## src/rtl/pc_3gpp_alpha_ram_ctrl.sv

```systemverilog
// Alpha RAM layer sequencer: bursts 2^ilen_log reads, then writes results back in pairs (low/high half).
// Read at +1, ordval at +2+pPIPE, write at +1+cLAT after start; iclkena=0 freezes everything, istart ignored while busy.
module pc_3gpp_alpha_ram_ctrl #(
  parameter int pADDR_W   = 8,
  parameter int pPIPE     = 0,
  parameter int pCALC_LAT = 1
) (
  input  logic                               iclk,
  input  logic                               ireset,
  input  logic                               iclkena,
  input  logic                               istart,
  input  logic [$clog2(pADDR_W+1)-1:0]       ilen_log,
  input  logic [pADDR_W-1:0]                 ibase_raddr,
  input  logic [pADDR_W-1:0]                 ibase_waddr,
  output logic                               oread,
  output logic [pADDR_W-1:0]                 oraddr,
  output logic                               ordval,
  output logic                               owrite,
  output logic [pADDR_W-1:0]                 owaddr,
  output logic                               owsel,
  output logic                               obusy,
  output logic                               odone
);

  localparam int cLAT = 1 + pPIPE + pCALC_LAT;

  typedef enum logic [1:0] {IDLE, READ, DRAIN} state_t;

  state_t             r_state;
  state_t             w_state_nxt;
  // r_pv[0] is the read-issue stage; r_pv[cLAT] is the write stage
  logic [cLAT:0]      r_pv;
  logic [pADDR_W-1:0] r_pk [0:cLAT-1];
  logic [pADDR_W-1:0] r_last;
  logic [pADDR_W-1:0] r_raddr;
  logic [pADDR_W-1:0] r_wbase;
  logic [pADDR_W-1:0] r_waddr;
  logic               r_wsel;
  logic               r_done;
  logic [pADDR_W-1:0] w_last;

  // N-1 as a mask; ilen_log == pADDR_W shifts everything out and gives all ones
  assign w_last = ~({pADDR_W{1'b1}} << ilen_log);

  always_comb begin
    w_state_nxt = r_state;
    case (r_state)
      IDLE:    if (istart) w_state_nxt = READ;
      READ:    if (r_pk[0] == r_last) w_state_nxt = DRAIN;
      DRAIN:   if (r_pv[cLAT-1:0] == '0) w_state_nxt = IDLE;
      default: w_state_nxt = IDLE;
    endcase
  end

  always_ff @(posedge iclk) begin
    if (ireset) begin
      r_state <= IDLE;
      r_pv    <= '0;
      for (int d = 0; d < cLAT; d++) r_pk[d] <= '0;
      r_last  <= '0;
      r_raddr <= '0;
      r_wbase <= '0;
      r_waddr <= '0;
      r_wsel  <= 1'b0;
      r_done  <= 1'b0;
    end else if (iclkena) begin
      r_state <= w_state_nxt;
      r_done  <= (r_state == DRAIN) && (w_state_nxt == IDLE);
      for (int d = 1; d <= cLAT; d++) r_pv[d] <= r_pv[d-1];
      for (int d = 1; d < cLAT; d++)  r_pk[d] <= r_pk[d-1];
      if (r_pv[cLAT-1]) r_waddr <= r_wbase + (r_pk[cLAT-1] >> 1);
      r_wsel <= r_pv[cLAT-1] & r_pk[cLAT-1][0];
      case (r_state)
        IDLE: begin
          if (istart) begin
            r_pv[0] <= 1'b1;
            r_pk[0] <= '0;
            r_raddr <= ibase_raddr;
            r_wbase <= ibase_waddr;
            r_last  <= w_last;
          end
        end
        READ: begin
          if (r_pk[0] == r_last) begin
            r_pv[0] <= 1'b0;
          end else begin
            r_pk[0] <= r_pk[0] + pADDR_W'(1);
            r_raddr <= r_raddr + pADDR_W'(1);
          end
        end
        default: ;
      endcase
    end
  end

  assign oread  = r_pv[0];
  assign oraddr = r_raddr;
  assign ordval = r_pv[1+pPIPE];
  assign owrite = r_pv[cLAT];
  assign owaddr = r_waddr;
  assign owsel  = r_wsel;
  assign obusy  = (r_state != IDLE);
  assign odone  = r_done;

endmodule
```

## config.mk

```make
export PLATFORM = sky130hd
export DESIGN_NAME = pc_3gpp_alpha_ram_ctrl
export DESIGN_NICKNAME = d
export VERILOG_FILES = /design/src/rtl/pc_3gpp_alpha_ram_ctrl.sv
export SDC_FILE = /design/constraint.sdc
export NUM_CORES = 1
export LEC_CHECK = 0
export BUFFER_PORTS_ARGS = -buffer_cell sky130_fd_sc_hd__buf_2
export CAP_MARGIN = 20
export CORE_ASPECT_RATIO = 2
export CORE_MARGIN = 2
export CORE_UTILIZATION = 55
export DETAILED_ROUTE_END_ITERATION = 12
export HOLD_SLACK_MARGIN = 0.06
export PLACE_DENSITY = 0.76
export SLEW_MARGIN = 40
export SYNTH_ARGS = -nofsm -noshare
export SYNTH_HDL_FRONTEND = slang
export SYNTH_SLANG_ARGS = --single-unit
```

## constraint.sdc

```tcl
create_clock -name iclk -period 2.4 [get_ports iclk]
set_input_delay 0.48 -clock iclk [delete_from_list [all_inputs] [get_ports iclk]]
set_output_delay 0.48 -clock iclk [all_outputs]
set_load 0.02 [all_outputs]
```

==> impl_results.md, run 1 <==
- Status: finished, final reports clean
- Actual slew at the worst max-slew pin: approximately 460 ps
- Synthesis-stage register bit count: 55
- Max cap viols: 0
- Starting Density: a little under three fifths
- Max Slew Vio Count: 0
- Cell at the root of the clock tree: clkbuf_8
- Path category of the worst min-delay check: input pin to flip-flop
- Worst setup EP type: flip-flop
- Total routed wirelength: between 6000 and 7000 um
- First-pass GRT wire length: between 9000 and 10000 um
- Peak Freq: 467 MHz
- Fill cells: 417
- I/O pins: 46
- 1st-iter DRT viols: 43
- Post-route setup TNS: 0 ps
- Largest net degree at the start of global routing: 38
- Static leakage: roughly 1.3 nW
- Post-CTS sizing: 0
- Die Wd: 53.9 um
- # DRC: 0
- Final Hold Viols: 0
- GR Overflow Total: 0
- Vias in the first global route: 2256
- Crit start category: flip-flop
- Commonest non-fill, non-tap cells in the layout: 45 x buf_2, 43 x nand2_1, 39 x dfxtp_1, 28 x nor2_1, 23 x a21oi_1
- Fin area: roughly 3100 um2
- Post-synth top area cell: dfxtp_1
- Clock H-tree levels: 2
- WP data arrival: around 2100 ps
- Core Util, Final: between 60% and 70%
- Final period utilization: between 80% and 90%
- Worst Hold Slack: ~390 ps
- Synth area leaders: dfxtp_1 28%, edfxtp_1 18%, nand2_1 5.9%, xor2_1 5.1%, a21oi_1 4.2%
- Post-CTS repair timing setup buffer count: 0
- Die ar.: around 5600 um2
- EDFF count, synth: 16
- GRT Total Usage: 23.6%
- Fraction of the yosys area taken by sequential cells: around 46%
- Routed length per instance: around 15 um
- Peak VDD IR: around 0.00045 V
- Mean post-synth cell area: ~9.0 um2
- Worst Skew: 5.43 ps
- Synth cell types: 52
- Area of the mapped netlist: between 2000 and 3000 um2
- Post-route minimum period: between 2000 and 2500 ps
- Clk sink count: 55
- CORE AREA: about 4800 um2
- # diodes: 0
- Max clock buf depth: 2
- Die Ht: around 100 um
- RSZ-0062 raised after global routing: no
- Rel. slew slack: approximately 69%
- CTS tree: yes
- Post-route antenna net violation count: 0
- Max Fanout on Critical Path: 8
- # port buffers: 45
- # setup viols final: 0
- Final #Nets: 382
- Synthesized Nets: approximately 340
- Pre-antenna DRT Iters: 4
- Dpl hpwl: roughly 4500 um
- Num CTS Buffers: 5
- Multi-input logic area: ~1400 um2
- Antenna violations before repair: 0
- Most used DFF post-synth: dfxtp_1
- Yosys Warn Count: 0
- Req. time, crit path: 2370 ps
- Final GP Congestion: about 0.87
- FF+latch area: between 1000 and 1500 um2
- Clk_lat worst skew: approximately 310 ps
- CP Class: flip-flop to flip-flop
- Reg clk slew, reported paths: ~100 ps
- Share of layout cells above drive strength 1: between 10% and 20%
- Most common cell after layout, fill and taps aside: buf_2
- Yosys top cell area share: 28.5%
- Vias per cell: approximately 5.8
- P&R area growth vs syn: 13.9%
- Vias: 2371
- Async SR Flop Fraction: 0%
- Row count: 36
- Hold_buf cts: 0
- Cells after Synth: 305
- Area after DPL: approximately 3000 um2
- Pwr/cell area: slightly below 600 nW/um2
## cells by family after synthesis
group	after synthesis	synth area share (%)
multiplexers	3	1.14
AO/OA/AOI/OAI	65	15.7
buffers and inverters	27	4.10
AND/OR/NAND/NOR	128	22.8
flip-flops	55	46.0
adder cells (fa/ha/maj)	10	4.83
XOR/XNOR	17	5.43
## power breakdown
part           switching, W  leakage [nW]  total [W]  internal (W)
Clock              0.000310        0.0483   0.000517      0.000206
Sequential        0.0000508         0.492    0.00106       0.00101
Combinational      0.000166         0.777   0.000280      0.000114
## worst paths after layout
kind                endpoint           start  cells past startpoint  slack (ps)
setup / recovery  r_pk[0][3]      r_pk[0][0]                      6         260
hold / removal    r_wbase[7]  ibase_waddr[7]                      3         390
setup reg to reg  r_pk[0][3]      r_pk[0][0]                      6         260
hold reg to reg    owaddr[5]       owaddr[5]                      2         450
## registers in the layout, indices dropped and copies added (netlist names)
register,flops
owsel,1
owaddr,8
r_state,2
odone,1
r_wbase,8
r_pv,3
r_last,8
oraddr,8
r_pk,16
## metrics by stage
step | power, W | setup slack, ps | instances
after global routing | 0.00193 | 101 | 406
after floorplan | 0.00126 | 339 | 305
final | 0.00186 | 261 | 406
after CTS | 0.00186 | 255 | 406
after detailed placement | 0.00136 | 297 | 398
after global placement | 0.00135 | 315 | 398
## metal layers
| layer | track usage, % | up-vias | share of wire [%] |
|---|---|---|---|
| li1 | - | 1172 | - |
| met1 | 25.2 | 1119 | 38 |
| met2 | 42.7 | 72 | 56 |
| met3 | 3.74 | 8 | 4.3 |
| met4 | 9.52 | 0 | 1.6 |
| met5 | 0 | - | 0 |
## cell type report
cell class              instances  area share, %
well taps                      57           2.28
flip-flops and latches         55           40.4
repair buffers                 53           9.53
clock buffers                   5           2.20
inverters                      10           1.20
clock inverters                 3          0.600
multi-input cells             223           43.8
## synth_stat cells, types with 2 or more instances
cell,number
inv_1,10
o21ai_1,2
nand3b_1,2
o31ai_1,3
o311ai_1,2
o211ai_1,3
nand2_1,43
o21ai_0,7
nor2b_1,3
and2_1,3
clkbuf_1,12
o22ai_1,2
nand2b_1,3
a31oi_1,7
nor2_1,28
edfxtp_1,16
buf_2,3
nand3_1,15
xor2_1,16
and3_1,11
nor4_1,3
a21oi_1,23
or4_1,2
ha_1,9
mux2i_1,2
nor3_1,6
nand4b_1,2
a211oi_1,4
o21a_1,2
dfxtp_1,39
## worst max-delay path, stage by stage, from the launching register on
cell and delay [ps]:
edfxtp_1 500, xor2_1 180, nor4_1 310, buf_4 180, nand2_1 160, nand4_2 160, nand3_1 300
Power figures use the tool's default switching activity.
==> inputs of run 2 (changes only) <==
- CORE_UTILIZATION: 55 -> 50
- PLACE_DENSITY: 0.76 -> 0.73
- clock period: 2.4 -> 1.9 ns (I/O delays scaled with it)
==> run 2 against run 1 <==
Net effect:
- non-clock buffer count increased by 17
- global-route usage decreased by 1.4 points
- register-to-register slack got worse by 180 ps
- critical path depth increased by 1
- count of clock-buffer cells in the layout unchanged
- sequential share of layout area decreased by 2.4 points
- critical endpoint is now oraddr[2]
- highest routed layer unchanged
==> impl_results.md, run 2 (synthesized netlist as in run 1, its figures left out) <==
- Status: finished, final reports clean
- Die ar.: approximately 6100 um2
- WP data arrival: 2070 ps
- Post-route antenna net violation count: 0
- Worst slack, placed: -47.8 ps
- Most common cell on crit path: buf_4
- Total power: 0.00251 W
- Pre-antenna DRT Iters: 5
- Routed length per instance: between 15 and 20 um
- Hold_buf cts: 0
- Clk_lat worst skew: 310 ps
- Final #Nets: around 400
- Final GP Congestion: between 0.8 and 0.9
- Worst setup EP type: flip-flop
- Actual slew at the worst max-slew pin: 485 ps
- Max FFs per register: 16
- Worst R2R Path Depth: 7
- Pwr/cell area: between 700 and 800 nW/um2
- RSZ-0062 raised after global routing: yes
- 1st-iter DRT viols: 79
- Most common cell after layout, fill and taps aside: buf_2
- Cell at the root of the clock tree: clkbuf_8
- # DRC: 0
- I/O pins: 46
- Die Wd: roughly 56 um
- GR Overflow Total: 0
- Post-CTS repair timing setup buffer count: 0
- CP Class: flip-flop to flip-flop
- # diodes: 0
- Vias per cell: approximately 5.6
- Dpl hpwl: between 4000 and 5000 um
- Die Ht: approximately 110 um
- Worst hold path cell count: 3
- Vias: ~2400
- Worst Skew: 8.79 ps
- Path category of the worst min-delay check: input pin to flip-flop
- Hold_sp: ibase_waddr[6]
- Max clock buf depth: 2
- Total routed wirelength: ~6400 um
- Worst Hold Slack: about 290 ps
- # port buffers: 45
- Antenna violations before repair: 0
- # setup viols final: 0
- Most flop-heavy register: r_pk
- Vias in the first global route: 2401
- Largest net degree at the start of global routing: 38
- First-pass GRT wire length: ~10000 um
- Core Util, Final: about three fifths
- Max Fanout on Critical Path: 6
- Final period utilization: a little over nine tenths
- Row count: 38
- CP Cell Sequence: xor2_1, nor4_2, buf_4, and2_4, buf_4, or4_1, a31oi_1
- Clock H-tree levels: 2
- Worst R2R End: oraddr[2]
- Reg clk slew, reported paths: ~100 ps
- Top delay family on crit path: simple AND/OR/NAND/NOR gates
- Static leakage: approximately 1.4 nW
- CORE AREA: 5370 um2
- Final Hold Viols: 0
- Starting Density: 51.1%
- Share of layout cells above drive strength 1: 24.6%
- Slowest stage delay, CP: just under 500 ps
- WHS Endpoint: r_wbase[6]
- Num CTS Buffers: 5
- Peak VDD IR: around 0.00064 V
- Max cap viols: 0
- Req. time, crit path: between 2000 and 2500 ps
- Clk sink count: 55
- Commonest non-fill, non-tap cells in the layout: 45 x buf_2, 43 x nand2_1, 39 x dfxtp_1, 28 x nor2_1, 24 x buf_4
- Worst R2R Setup Slack: roughly 76 ps
- CP bufs+invs: 2
- Crit start category: flip-flop
- Post-route minimum period: 1820 ps
- Final setup margin: ~76 ps
- P&R area growth vs syn: 21.2%
- CP max-delay cell: or4_1
- Critical R2R Launch: r_pk[0][1]
- GRT Total Usage: between 20 and 25%
- Post-route setup TNS: 0 ps
- Rel. slew slack: around 67%
- Peak Freq: between 500 and 600 MHz
- Max Slew Vio Count: 0
- CTS tree: yes
[run 2: area by class of cell]
type,count,area [um2]
fillers,501,2050
multi-input cells,223,1430
flip-flops and latches,55,1260
repair buffers,70,417
well taps,60,75.1
clock buffers,5,68.8
clock inverters,3,38.8
inverters,10,37.5
[run 2: routing by layer]
metal / routed length, um / track usage [%] / vias up / part of all wire (%)
met5: 0 / 0 / - / 0
met4: 196 / 11.2 / 0 / 3.0
met3: 259 / 3.80 / 17 / 4.0
met2: 3590 / 42.4 / 66 / 56
met1: 2400 / 22.4 / 1108 / 37
li1: - / - / 1205 / -
[run 2: worst max path at each step]
stage                            end  cells past startpoint       start
after floorplan           r_pk[0][0]                      5  r_pk[0][1]
after global placement     oraddr[2]                      7  r_pk[0][5]
after detailed placement   oraddr[2]                      7  r_pk[0][5]
after CTS                  oraddr[2]                      7  r_pk[0][5]
after global routing       owaddr[7]                      6  r_pk[1][2]
final                      oraddr[2]                      7  r_pk[0][1]
[run 2: worst register-to-register path, delay by kind of cell, from the launching register on]
kind                      cells  cell delay (ps)
AOI/OAI and AO/OA             1              150
xor gates and xnor gates      1              190
buffers and inverters         2              290
DFF                           1              410
and+or+nand+nor               3              720
[run 2: stage by stage]
| stage | cell area, um2 | instances |
|---|---|---|
| after CTS | 3280 | 426 |
| after floorplan | 2760 | 305 |
| after global routing | 3320 | 426 |
| after detailed placement | 3170 | 418 |
| after global placement | 3170 | 418 |
| final | 3320 | 426 |
[run 2: what timing repair did]
action / in CTS / in global routing
resized for setup: 2 / 9
pin swaps: 1 / 6
gates cloned: 0 / 0
endpoints found under the setup margin: 2 / 13
[run 2: power by group]
part / total (W) / switching [W] / internal [W]
Sequential: 0.00132 / 0.0000506 / 0.00127
Clock: 0.000767 / 0.000381 / 0.000386
Combinational: 0.000417 / 0.000240 / 0.000178
==> inputs of run 3 (changes only) <==
- MAX_ROUTING_LAYER: not set -> met4
==> run 3 against run 2 <==
Net effect:
- critical path depth stayed put
- non-clock buffer count unchanged
- largest power group unchanged
- worst hold slack got worse by 0.85 ps
- global-route usage grew 0.71 points
- flip-flop and latch count is the same
- core utilization unchanged
- first-iteration DRC count fell by 19%
- final area did not move
- combinational power hardly changed
==> impl_results.md, run 3 (synthesized netlist as in run 1, its figures left out) <==
- Status: finished, final reports clean
- Worst setup EP type: flip-flop
- CP Cell Sequence: xor2_1, nor4_2, buf_4, and2_4, buf_4, or4_1, a31oi_1
- WP data arrival: between 2000 and 2500 ps
- 1st-iter DRT viols: 64
- Critical R2R Launch: r_pk[0][1]
- Slowest stage delay, CP: 490 ps
- Fill cells: between 500 and 600
- WHS Endpoint: r_wbase[6]
- Die Wd: around 56 um
- Die Ht: between 100 and 150 um
- Most common cell after layout, fill and taps aside: buf_2
- Max FFs per register: 16
- Post-route antenna net violation count: 0
- CP Class: flip-flop to flip-flop
- # diodes: 0
- Vias per cell: between 5 and 6
- Largest net degree at the start of global routing: 38
- Commonest non-fill, non-tap cells in the layout: 45 x buf_2, 43 x nand2_1, 39 x dfxtp_1, 28 x nor2_1, 24 x buf_4
- # port buffers: 45
- First-pass GRT wire length: about 10000 um
- CTS tree: yes
- Starting Density: around half
- Final #Nets: between 300 and 400
- Crit start category: flip-flop
- Worst R2R Setup Slack: ~71 ps
- Clock H-tree levels: 2
- Vias in the first global route: around 2400
- Core Util, Final: around three fifths
- # setup viols final: 0
- Worst slack, placed: -47.8 ps
- Most common cell on crit path: buf_4
- Max clock buf depth: 2
- Peak Freq: between 500 and 600 MHz
- RSZ-0062 raised after global routing: yes
- Post-route minimum period: 1830 ps
- Pre-antenna DRT Iters: 4
- # DRC: 0
- Final period utilization: a little over nine tenths
- Max cap viols: 0
- Share of layout cells above drive strength 1: approximately 25%
- Pwr/cell area: roughly 750 nW/um2
- Post-CTS repair timing setup buffer count: 0
- Path category of the worst min-delay check: input pin to flip-flop
- Final GP Congestion: slightly below 0.9
- Dpl hpwl: roughly 4700 um
- Req. time, crit path: roughly 2100 ps
- Max Slew Vio Count: 0
- Final setup margin: 70.7 ps
- Total routed wirelength: approximately 6400 um
- Die ar.: about 6100 um2
- Worst hold path cell count: 3
- CORE AREA: 5370 um2
- GR Overflow Total: 0
- Static leakage: 1.41 nW
- Worst R2R End: oraddr[2]
- Peak VDD IR: about 0.00064 V
- CP max-delay cell: or4_1
- P&R area growth vs syn: 21.2%
- Clk_lat worst skew: approximately 310 ps
- Vias: between 2000 and 2500
- Hold_sp: ibase_waddr[6]
- I/O pins: 46
- GRT Total Usage: a little under a quarter
- Clk sink count: 55
- Final Hold Viols: 0
- Reg clk slew, reported paths: about 100 ps
- Rel. slew slack: between 60 and 70%
- Hold_buf cts: 0
- Actual slew at the worst max-slew pin: between 400 and 500 ps
- Cell at the root of the clock tree: clkbuf_8
- Antenna violations before repair: 0
- Worst Skew: around 9.4 ps
- Most flop-heavy register: r_pk
- Routed length per instance: approximately 15 um
- Worst R2R Path Depth: 7
- Max Fanout on Critical Path: 6
- Row count: 38
- Num CTS Buffers: 5
## run 3: cell counts in the layout (fill, tap and decap cells not counted)
Identical to the previous run, type by type.
## run 3: layer usage
layer	global-route usage, %	vias to the layer above	routed length (um)
met5	-	-	0
met4	11.2	0	184
met3	3.80	15	242
met2	42.2	62	3570
met1	22.8	1118	2390
li1	-	1206	-
## run 3: area by class of cell
type | count | area, um2 | share of cell area [%]
clock buffer | 5 | 68.8 | 2.07
clock inverter | 3 | 38.8 | 1.17
inverter | 10 | 37.5 | 1.13
multi-input combinational | 223 | 1430 | 42.9
sequential | 55 | 1260 | 37.9
tap | 60 | 75.1 | 2.26
timing repair buffer | 70 | 417 | 12.5
## run 3: metrics by stage
stage	instance area (um2)	hold WS [ps]	cells	power, W	setup TNS, ps
2_1_floorplan	2760	441	305	0.00159	0
3_3_place_gp	3170	436	418	0.00175	0
3_5_place_dp	3170	440	418	0.00176	-47.8
4_1_cts	3280	289	426	0.00252	0
5_1_grt	3320	295	426	0.00261	-45.7
6_report	3320	289	426	0.00251	0
## run 3: worst max path at each step
stage / to / slack, ps / depth (start not counted) / from
finish: oraddr[2] / 70 / 7 / r_pk[0][1]
global route: owaddr[7] / -30 / 6 / r_pk[1][2]
CTS: oraddr[2] / 9 / 7 / r_pk[0][5]
detailed placement: oraddr[2] / -50 / 7 / r_pk[0][5]
global placement: oraddr[2] / 40 / 7 / r_pk[0][5]
floorplan: r_pk[0][0] / 40 / 5 / r_pk[0][1]
## run 3: timing repair
item	4_1_cts	5_1_grt
endpoints found under the hold margin	0	0
cloned	0	0
pin swaps	1	6
resized for setup	2	9
setup endpoints to repair	2	13
## run 3: where the power goes
group          total [W]  internal (W)  switching, W  leakage, nW
Clock           0.000769      0.000386      0.000383       0.0556
Sequential       0.00132       0.00127     0.0000507        0.492
Combinational   0.000416      0.000178      0.000238        0.867
## run 3: critical path: cells and delay by family, from the launching register on
kind                      cells  cell delay, ps
AOI/OAI and AO/OA             1             160
xor gates and xnor gates      1             190
buffers and inverters         2             290
and+or+nand+nor               3             720
DFF                           1             410
